`config.mk`:
```
export PLATFORM = sky130hd
export DESIGN_NAME = regfile_port_arbiter
export DESIGN_NICKNAME = d
export VERILOG_FILES = /design/src/rtl/regfile_arb_pkg.sv /design/src/rtl/regfile_port_arbiter_rr_pick.sv /design/src/rtl/regfile_port_arbiter.sv
export SDC_FILE = /design/constraint.sdc
export NUM_CORES = 1
export LEC_CHECK = 0
export CAP_MARGIN = 40
export CORE_UTILIZATION = 50
export CTS_CLUSTER_SIZE = 16
export DETAILED_ROUTE_END_ITERATION = 12
export GPL_TIMING_DRIVEN = 0
export PLACE_DENSITY_LB_ADDON = 0.15
export REMOVE_ABC_BUFFERS = 1
export SYNTH_ARGS = -nofsm -noshare
export SYNTH_HDL_FRONTEND = slang
export SYNTH_SLANG_ARGS = --single-unit
```
`constraint.sdc`:
```
create_clock -name clk -period 9.5 [get_ports clk]
set_input_delay 1.9 -clock clk [delete_from_list [all_inputs] [get_ports clk]]
set_output_delay 1.9 -clock clk [all_outputs]
set_load 0.005 [all_outputs]
```
`src/rtl/regfile_arb_pkg.sv`:
```
// Purpose: shared definitions for the register-file port arbiter slice.
//   - default register file geometry
//   - pointer-width helper used by the arbiter and its round-robin pickers
//   - widest grant vector type supported by the arbiter (NUM_REQ <= MAX_REQ)
// Ports: none (package).
// Build option: REGFILE_ARB_BYPASS_EN (used by regfile_port_arbiter).
package regfile_arb_pkg;

    localparam int DEFAULT_ADDR_W = 5;
    localparam int DEFAULT_DATA_W = 8;
    localparam int MAX_REQ        = 8;

    // One-hot grant vector at the maximum supported requester count.
    typedef logic [MAX_REQ-1:0] grant_t;

    // Width of a requester index; never below 1 so two requesters still get a bit.
    function automatic int ptrWidth(input int numReq);
        return (numReq <= 2) ? 1 : $clog2(numReq);
    endfunction

endpackage

```
`src/rtl/regfile_port_arbiter_rr_pick.sv`:
```
// Purpose: combinational round-robin picker. Returns the first asserted
//   request found when searching upward from ptr, wrapping at N.
// Ports:
//   req   in  [N-1:0]   request vector
//   ptr   in  [PW-1:0]  highest-priority index (must be < N)
//   grant out [N-1:0]   one-hot grant (all zero when nothing requests)
//   idx   out [PW-1:0]  index of the granted request (0 when none)
//   found out           at least one request was granted
module rr_pick
    import regfile_arb_pkg::*;
#(
    parameter int N  = 4,
    parameter int PW = ptrWidth(N)
) (
    input  logic [N-1:0]  req,
    input  logic [PW-1:0] ptr,
    output logic [N-1:0]  grant,
    output logic [PW-1:0] idx,
    output logic          found
);

    always_comb begin
        logic [PW-1:0] cand;
        grant = '0;
        idx   = '0;
        found = 1'b0;
        cand  = '0;
        for (int k = 0; k < N; k++) begin
            cand = PW'((int'(ptr) + k) % N);
            if (!found && req[cand]) begin
                found       = 1'b1;
                grant[cand] = 1'b1;
                idx         = cand;
            end
        end
    end

endmodule

```
`src/rtl/regfile_port_arbiter.sv`:
```
// Purpose: shares one register file (1 write port, 2 combinational read ports)
//   among NUM_REQ requesters. Each cycle grants at most one write and up to two
//   reads with independent round-robin pointers, and returns read data on a
//   registered one-cycle response pulse.
// Ports:
//   clk, rst             clock, synchronous active-high reset
//   req_valid/req_we     per-requester valid and write(1)/read(0) select
//   req_addr/req_wdata   packed per-requester address and write data
//   req_ready            per-requester grant
//   rsp_valid/rsp_rdata  per-requester read response (latency 1)
//   rf_we/rf_waddr/rf_wdata       register file write port
//   rf_raddr1/rf_raddr2           register file read addresses
//   rf_rdata1/rf_rdata2           register file read data (combinational)
// Build option: REGFILE_ARB_BYPASS_EN
//   undefined: a read hitting the address being written this cycle is held off
//              and granted later, so it observes the committed value.
//   defined:   such a read is granted and its response takes the write data.
//
// Handshake: a request transfers on a cycle where req_valid && req_ready at the
// rising edge. A requester keeps req_we/req_addr/req_wdata stable while it is
// valid and not ready. req_ready is combinational from the current requests and
// is forced low while rst is high.
module regfile_port_arbiter
    import regfile_arb_pkg::*;
#(
    parameter int NUM_REQ = 4,
    parameter int ADDR_W  = DEFAULT_ADDR_W,
    parameter int DATA_W  = DEFAULT_DATA_W
) (
    input  logic                      clk,
    input  logic                      rst,
    input  logic [NUM_REQ-1:0]        req_valid,
    input  logic [NUM_REQ-1:0]        req_we,
    input  logic [NUM_REQ*ADDR_W-1:0] req_addr,
    input  logic [NUM_REQ*DATA_W-1:0] req_wdata,
    output logic [NUM_REQ-1:0]        req_ready,
    output logic [NUM_REQ-1:0]        rsp_valid,
    output logic [NUM_REQ*DATA_W-1:0] rsp_rdata,
    output logic                      rf_we,
    output logic [ADDR_W-1:0]         rf_waddr,
    output logic [DATA_W-1:0]         rf_wdata,
    output logic [ADDR_W-1:0]         rf_raddr1,
    output logic [ADDR_W-1:0]         rf_raddr2,
    input  logic [DATA_W-1:0]         rf_rdata1,
    input  logic [DATA_W-1:0]         rf_rdata2
);

    localparam int PTR_W = ptrWidth(NUM_REQ);

    logic [PTR_W-1:0]   wrPtr, rdPtr;
    logic [NUM_REQ-1:0] wrCand, rdCand, rd2Cand, hazardBlock;
    logic [NUM_REQ-1:0] wrGrant, rd1Grant, rd2Grant;
    logic [PTR_W-1:0]   wrIdx, rd1Idx, rd2Idx;
    logic               wrFound, rd1Found, rd2Found;
    logic               wrGo, rd1Go, rd2Go;
    logic [ADDR_W-1:0]  wrAddr, rd1Addr, rd2Addr;
    logic [DATA_W-1:0]  wrData;
    logic [DATA_W-1:0]  rsp1Data, rsp2Data;

    function automatic logic [PTR_W-1:0] incPtr(input logic [PTR_W-1:0] p);
        return (int'(p) == NUM_REQ - 1) ? '0 : p + PTR_W'(1);
    endfunction

    // ---------------- write arbitration ----------------
    assign wrCand = req_valid & req_we;

    rr_pick #(.N(NUM_REQ)) wrPick (
        .req   (wrCand),
        .ptr   (wrPtr),
        .grant (wrGrant),
        .idx   (wrIdx),
        .found (wrFound)
    );

    assign wrGo = wrFound & ~rst;

    always_comb begin
        wrAddr = '0;
        wrData = '0;
        for (int i = 0; i < NUM_REQ; i++) begin
            if (wrGrant[i]) begin
                wrAddr = req_addr[i*ADDR_W +: ADDR_W];
                wrData = req_wdata[i*DATA_W +: DATA_W];
            end
        end
    end

    // ---------------- read/write hazard ----------------
`ifdef REGFILE_ARB_BYPASS_EN
    // Matching reads proceed; their response is patched with the write data.
    assign hazardBlock = '0;
`else
    // A read to the address being written this cycle waits for the commit.
    always_comb begin
        hazardBlock = '0;
        for (int i = 0; i < NUM_REQ; i++) begin
            hazardBlock[i] = wrGo && (req_addr[i*ADDR_W +: ADDR_W] == wrAddr);
        end
    end
`endif

    // ---------------- read arbitration ----------------
    assign rdCand = req_valid & ~req_we & ~hazardBlock;

    rr_pick #(.N(NUM_REQ)) rd1Pick (
        .req   (rdCand),
        .ptr   (rdPtr),
        .grant (rd1Grant),
        .idx   (rd1Idx),
        .found (rd1Found)
    );

    // Searching from rdPtr with R1 removed yields the next reader after R1,
    // since nothing between rdPtr and R1 was requesting.
    assign rd2Cand = rdCand & ~rd1Grant;

    rr_pick #(.N(NUM_REQ)) rd2Pick (
        .req   (rd2Cand),
        .ptr   (rdPtr),
        .grant (rd2Grant),
        .idx   (rd2Idx),
        .found (rd2Found)
    );

    assign rd1Go = rd1Found & ~rst;
    assign rd2Go = rd2Found & ~rst;

    always_comb begin
        rd1Addr = '0;
        rd2Addr = '0;
        for (int i = 0; i < NUM_REQ; i++) begin
            if (rd1Grant[i]) rd1Addr = req_addr[i*ADDR_W +: ADDR_W];
            if (rd2Grant[i]) rd2Addr = req_addr[i*ADDR_W +: ADDR_W];
        end
    end

    // ---------------- register file and grant outputs ----------------
    assign req_ready = {NUM_REQ{~rst}} & (wrGrant | rd1Grant | rd2Grant);
    assign rf_we     = wrGo;
    assign rf_waddr  = wrGo  ? wrAddr  : '0;
    assign rf_wdata  = wrGo  ? wrData  : '0;
    assign rf_raddr1 = rd1Go ? rd1Addr : '0;
    assign rf_raddr2 = rd2Go ? rd2Addr : '0;

`ifdef REGFILE_ARB_BYPASS_EN
    assign rsp1Data = (wrGo && (rd1Addr == wrAddr)) ? wrData : rf_rdata1;
    assign rsp2Data = (wrGo && (rd2Addr == wrAddr)) ? wrData : rf_rdata2;
`else
    assign rsp1Data = rf_rdata1;
    assign rsp2Data = rf_rdata2;
`endif

    // ---------------- pointers and responses ----------------
    always_ff @(posedge clk) begin
        if (rst) begin
            wrPtr     <= '0;
            rdPtr     <= '0;
            rsp_valid <= '0;
            rsp_rdata <= '0;
        end else begin
            if (wrGo) wrPtr <= incPtr(wrIdx);
            // The last reader granted is R2 when both ports were used.
            if (rd2Go)      rdPtr <= incPtr(rd2Idx);
            else if (rd1Go) rdPtr <= incPtr(rd1Idx);
            for (int i = 0; i < NUM_REQ; i++) begin
                rsp_valid[i] <= (rd1Go && rd1Grant[i]) || (rd2Go && rd2Grant[i]);
                if (rd1Go && rd1Grant[i])
                    rsp_rdata[i*DATA_W +: DATA_W] <= rsp1Data;
                else if (rd2Go && rd2Grant[i])
                    rsp_rdata[i*DATA_W +: DATA_W] <= rsp2Data;
            end
        end
    end

endmodule

```
==> results.toml, run 1 <==
[sta]
setup_viol = 2
post-route-min-period_ns = 9.530
final_max_slew_viol_count = 0
setup-tns-final_ns = -0.04560
hold_violations = 0
maxSlewHeadroom = 0.4055
layout_setup_ws_ns = -0.03002
skew_ns = 0.004979
rsz0062_at_grt = "true"
post-route-period-util = 1.003
worstMarginPinSlew_ns = 0.8917
fmax_mhz = 104.9

[yosys]
yosys-top-cells-area = "dfxtp_1 (15%), nor2_1 (5.5%), mux2i_1 (5.5%), a21oi_1 (4.6%), o21ai_0 (3.9%)"
synth_edf_count = 0
async_reset_ff_frac = 0
synth_area_mm2 = 0.005310
synth_most_common_cell = "nor2_1"
yosys.area.top_type = "dfxtp_1"
syn_area_per_cell_um2 = 7.234
synth-main-ff-cell = "dfxtp_1"
synth_top_area_frac = 0.1508
yosys_warnings = 0
ys_ff_latch = 40
yosysSeqAreaShare = 0.1508
synthCells = 734
synth_commonest_cells = "nor2_1 (78), nand2_1 (50), a21oi_1 (49)"
synth_cell_type_count = 94

[global_route]
grt_max_degree = 27
grt_pass1_wl_mm = 34.87
grt_pass1_vias = 6665
overflow = 0
antenna_found_initial = 0
track_usage = 0.3925

[die]
start_util = 0.5144
rows = 37
die_w_um = 105.1
die_area_mm2 = 0.01104
die_h_um = 105.1
coreArea_mm2 = 0.01032
io_pins = 142

[clock_tree]
clockBufferDepth = 2
postCtsHoldBufs = 0
root_buffer = "clkbuf_8"
cts-buffers-inserted = 5
clock_latency_ns = 0.31
clock_sinks = 40
path_clk_slew_ns = 0.09
tritoncts = "yes"
htree_levels = 2

[critical_path]
worst_setup_path_start_kind = "input port"
rrSetupSlack_ns = 2.29
cp-startpoint = "req_we[2]"
cp_max_fo = 8
cp_data_required_time_ns = 7.60
cp_data_arrival_time_ns = 7.63
crit_end = "rf_raddr2[3]"
critPathKind = "input port to output pin"
critPathCaptureType = "output pin"
reg2reg_to = "rsp_rdata[3]$_SDFFE_PP0P_"
r2r_cells = 24

[route]
drt_first_pass_iters = 6
wl_mm = 22.96
detail-route-antenna-nets = 0
vias = 7037
viasPerCell = 6.721
drcViolationCount = 0
drt_iter0_drc = 862
drt-wirelength-per-cell_um = 21.93

[finish]
layout-drive-gt1-share = 0.2580
fillers = 712
antenna_cells = 0
fin_nets = 1003
syn2layout_area_growth_pct = 53.02
fin_util = 0.7871

[min_path]
hold_class = "flop to flop"

[placed_design]
gp_congestion = 0.9442
portBuffers = 141
dpl.hpwl_mm = 14.83
dpl_worst_slack_ns = -1.303

[flow_run]
max-cap-violations = 0

[pwr]
power.leakage_nw = 3.112
power_density_mw_per_mm2 = 369.8
ir_worst_vdd_uv = 253.8

[outcome]
violations = "negative setup slack"
status = "finished with violations"
==> worst min-delay path by stage <==
stage / from / endpoint / slack, ns / cells past startpoint
floorplan: rsp_rdata[0]$_SDFFE_PP0P_ / rsp_rdata[0]$_SDFFE_PP0P_ / 0.47 / 1
global placement: rsp_rdata[4]$_SDFFE_PP0P_ / rsp_rdata[4]$_SDFFE_PP0P_ / 0.46 / 1
detailed placement: rsp_rdata[5]$_SDFFE_PP0P_ / rsp_rdata[5]$_SDFFE_PP0P_ / 0.46 / 1
CTS: rsp_rdata[5]$_SDFFE_PP0P_ / rsp_rdata[5]$_SDFFE_PP0P_ / 0.49 / 1
global route: rsp_rdata[7]$_SDFFE_PP0P_ / rsp_rdata[7]$_SDFFE_PP0P_ / 0.51 / 1
finish: rsp_rdata[5]$_SDFFE_PP0P_ / rsp_rdata[5]$_SDFFE_PP0P_ / 0.48 / 1
==> where the power goes <==
part | internal, W | switching, W
combinational | 0.00118 | 0.00135
clock | 0.0000794 | 0.0000740
sequential | 0.000250 | 0.0000721
==> registers in the layout (all words and copies together) (netlist names), named ones only <==
register   count
rsp_rdata     32
rsp_valid      4
rdPtr          2
wrPtr          1
==> layout make-up <==
type	instances	area [um2]	area share
Clock buffer	5	68.82	0.008469
Clock inverter	3	46.29	0.005698
Inverter	41	157.7	0.01940
Multi-Input combinational cell	605	4810	0.5919
Sequential cell	40	800.8	0.09855
Tap cell	136	170.2	0.02094
Timing Repair Buffer	216	2067	0.2544
Timing Repair inverter	1	5.005	0.0006160
==> kinds of logic (layout without fill, tap and decap cells) <==
family,after synthesis,after routing,synth area share
fa+ha+maj,15,15,0.03534
simple gates,255,256,0.2415
compound gates,286,286,0.4058
buf+inv,91,266,0.07139
flops,40,40,0.1508
xor+xnor,13,13,0.02144
mux,34,35,0.07375
==> cell usage in the layout (no fill, tap or decap), types with 6 or more instances in the layout <==
| cell type | netlist | final |
|---|---|---|
| a211oi_1 | 15 | 12 |
| a21oi_1 | 49 | 45 |
| a21oi_4 | 2 | 6 |
| a221oi_1 | 11 | 11 |
| a22o_1 | 9 | 6 |
| a22oi_1 | 9 | 8 |
| a31o_1 | 9 | 9 |
| a31oi_1 | 10 | 8 |
| and2_1 | 21 | 15 |
| and2_4 | 0 | 6 |
| buf_12 | 0 | 6 |
| buf_4 | 1 | 58 |
| buf_6 | 3 | 16 |
| clkbuf_2 | 0 | 6 |
| clkdlybuf4s50_1 | 0 | 124 |
| dfxtp_1 | 40 | 40 |
| ha_1 | 15 | 15 |
| inv_1 | 39 | 38 |
| mux2i_1 | 29 | 29 |
| nand2_1 | 50 | 43 |
| nand2b_1 | 12 | 12 |
| nand3_1 | 19 | 18 |
| nor2_1 | 78 | 73 |
| nor2b_1 | 10 | 9 |
| nor3_1 | 18 | 16 |
| o211ai_1 | 8 | 8 |
| o21a_1 | 11 | 8 |
| o21ai_0 | 41 | 31 |
| o21ai_1 | 16 | 13 |
| o21ai_2 | 1 | 12 |
| o221ai_1 | 7 | 6 |
| o22ai_1 | 8 | 7 |
| o22ai_4 | 1 | 6 |
| o311a_1 | 8 | 8 |
| or2_2 | 7 | 7 |
| xor2_1 | 7 | 7 |
==> worst max-delay path: stages <==
cell	delay [ns]
buf_8	0.10
and2_4	0.16
mux4_2	0.59
nor2_4	0.23
a22oi_2	0.10
buf_6	0.16
buf_12	0.13
a21oi_4	0.28
a21oi_4	0.09
xnor2_2	0.19
nor4_2	0.07
clkdlybuf4s18_2	0.27
or2_2	0.37
mux4_2	0.64
nor2_1	0.15
a31o_2	0.17
nand3_4	0.09
mux4_2	0.65
buf_4	0.21
nor2b_4	0.14
buf_4	0.16
nor4_4	0.06
buf_4	0.20
o21a_1	0.10
a22o_1	0.26
buf_2	0.14
==> timing repair <==
action,4_1_cts,5_1_grt
hold endpoints to repair,0,0
gates resized for setup,128,99
pin swaps,41,47
buffers inserted,51,21
setup endpoints to repair,14,14
gates cloned,2,1
==> metrics by stage <==
step / hold slack [ns] / cells / total power, W / area [um2]
4_1_cts: 0.4859 / 1025 / 0.002710 / 7720
5_1_grt: 0.5124 / 1047 / 0.003158 / 8125
2_1_floorplan: 0.4734 / 684 / 0.001494 / 5085
3_3_place_gp: 0.4569 / 961 / 0.002120 / 6666
3_5_place_dp: 0.4643 / 965 / 0.002168 / 6720
6_report: 0.4834 / 1047 / 0.003005 / 8125
==> metal layers <==
layer / vias to the layer above / part of all wire / global-route usage
li1: 3131 / - / -
met1: 3302 / 0.38 / 0.4826
met2: 498 / 0.48 / 0.6703
met3: 106 / 0.10 / 0.07112
met4: 0 / 0.043 / 0.1650
met5: - / 0 / 0
Power figures use the tool's default switching activity.
==> run 2: changes to the inputs <==
- TNS_END_PERCENT: unset -> 30
- clock period: 9.5 -> 9.87 ns (I/O delays scaled with it)
==> results.toml, run 2 (synthesis gave the netlist of run 1 again) <==
[pwr]
ir_worst_vdd_uv = 223.9
switching_share = 0.4992
total_power_w = 0.002741
p_seq_frac = 0.113
power.leakage_nw = 2.990
power_density_mw_per_mm2 = 349.9
p_comb_frac = 0.833
p_switching_w = 0.001368
internal_power_w = 0.001373
pwr-share-clk = 0.054

[clock_tree]
clockBufferDepth = 2
cts-buffers-inserted = 5
clock_sinks = 40
htree_levels = 2
tritoncts = "yes"
clock_latency_ns = 0.31
root_buffer = "clkbuf_8"
path_clk_slew_ns = 0.09

[finish]
final_common_cell = "clkdlybuf4s50_1"
stdcell_count = 1035
top_regs = "rsp_rdata: 32 flops, rsp_valid: 4 flops, rdPtr: 2 flops"
fillers = 775
syn2layout_area_growth_pct = 47.53
antenna_cells = 0
fin_nets = 991
largest_reg_flops = 32
regMostFlops = "rsp_rdata"
fin_area_mm2 = 0.007834
final_cell_mix = "clkdlybuf4s50_1 (127), nor2_1 (74), buf_4 (54)"
layout-drive-gt1-share = 0.2113

[sta]
fmax_mhz = 99.94
setup-tns-final_ns = -0.5281
hold_violations = 0
worstMarginPinSlew_ns = 0.9916
rsz0062_at_grt = "true"
post-route-min-period_ns = 10.01
final_max_slew_viol_count = 0
post-route-period-util = 1.014
layout_setup_ws_ns = -0.1364
hold_ws_ns = 0.4836
setup_viol = 6
maxSlewHeadroom = 0.3390
skew_ns = 0.006727

[global_route]
track_usage = 0.3839
grt_pass1_wl_mm = 34.18
antenna_found_initial = 0
grt_max_degree = 27
use_met1 = 0.4703
grt.busiest_layer = "met2"
use_met3 = 0.07112
met2_usage = 0.6476
overflow = 0
grt_pass1_vias = 6665

[critical_path]
cp_max_fo = 19
cp_data_arrival_time_ns = 8.03
critPathKind = "input port to output pin"
critPathCaptureType = "output pin"
worst_setup_path_start_kind = "input port"
cp_data_required_time_ns = 7.90

[flow_run]
max-cap-violations = 0

[placed_design]
gp_congestion = 0.9442
dpl.hpwl_mm = 14.83
portBuffers = 141
place_inst = 965
placed_cell_area_mm2 = 0.006720

[route]
drt-wirelength-per-cell_um = 21.21
vias = 6901
detail-route-antenna-nets = 0
drcViolationCount = 0
wl_mm = 21.96
viasPerCell = 6.668
drt_first_pass_iters = 7
drt_iter0_drc = 869

[die]
start_util = 0.5144
io_pins = 142
die_area_mm2 = 0.01104
rows = 37
coreArea_mm2 = 0.01032
die_w_um = 105.1
die_h_um = 105.1

[outcome]
violations = "negative setup slack"
status = "finished with violations"

[min_path]
hold_class = "flop to flop"
-- run 2: cell types whose count changed in the layout (fill, tap and decap cells not counted), sizes merged --
cell           previous run  this run
and2                     22        21
buf                      83        63
clkbuf                   11         7
clkdlybuf4s50           124       127
dlygate4sd2               0         6
clkdlybuf4s15             0         4
-- run 2: worst paths after layout --
| path | cells past startpoint | startpoint | end | slack, ns |
|---|---|---|---|---|
| hold reg to reg | 1 | rsp_rdata[5]$_SDFFE_PP0P_ | rsp_rdata[5]$_SDFFE_PP0P_ | 0.48 |
| setup / recovery | 19 | rst | rf_raddr2[1] | -0.14 |
| setup reg to reg | 22 | flop | rsp_rdata[12]$_SDFFE_PP0P_ | 2.74 |
| hold / removal | 1 | rsp_rdata[5]$_SDFFE_PP0P_ | rsp_rdata[5]$_SDFFE_PP0P_ | 0.48 |
-- run 2: metal layers --
metal | wire (um) | up-vias | share of wire
met3 | 2062 | 109 | 0.094
met2 | 10460 | 445 | 0.48
met4 | 943 | 0 | 0.043
met5 | 0 | - | 0
li1 | - | 3122 | -
met1 | 8493 | 3225 | 0.39
-- run 2: stage by stage --
stage	setup slack (ns)	utilization
4_1_cts	0.004198	0.7387
2_1_floorplan	0.6000	-
6_report	-0.1364	0.7588
3_5_place_dp	-1.081	0.6510
3_3_place_gp	-1.645	0.6457
5_1_grt	-0.2642	0.7588
-- run 2: what timing repair did --
action                     CTS  global route
hold endpoints to repair     0             0
cloned                       2             0
setup buffers               42            18
hold buffers                 0             0
pin swaps                   37            16
gates resized for setup    111            25
setup endpoints to repair   14             9
-- run 2: critical path: stages --
cell and delay (ns):
clkdlybuf4s15_1 0.82, clkinvlp_4 0.61, nand2_2 0.47, a21oi_1 0.16, o221ai_1 0.11, nor4_1 0.08
clkdlybuf4s18_2 0.28, or2_2 0.37, mux4_2 0.62, nor2_1 0.14, a31o_2 0.17, nand3_4 0.11
mux4_2 0.64, buf_4 0.19, a31o_2 0.23, and2_4 0.19, o21a_1 0.17, a22o_1 0.20
clkdlybuf4s50_1 0.47
-- run 2: cell type report --
class	count	area (um2)	area share
Inverter	41	157.7	0.02012
Multi-Input combinational cell	604	4637	0.5919
Timing Repair Buffer	205	1948	0.2487
Timing Repair inverter	1	5.005	0.0006389
Tap cell	136	170.2	0.02172
Clock buffer	5	68.82	0.008785
Sequential cell	40	800.8	0.1022
Clock inverter	3	46.29	0.005910
-- run 2: power groups by stage --
stage | Combinational [W] | Clock, W | Sequential (W)
3_5_place_dp | 0.00178 | 0 | 0.000306
2_1_floorplan | 0.00114 | 0 | 0.000300
3_3_place_gp | 0.00174 | 0 | 0.000303
6_report | 0.00228 | 0.000147 | 0.000310
4_1_cts | 0.00212 | 0.000146 | 0.000307
5_1_grt | 0.00242 | 0.000154 | 0.000318
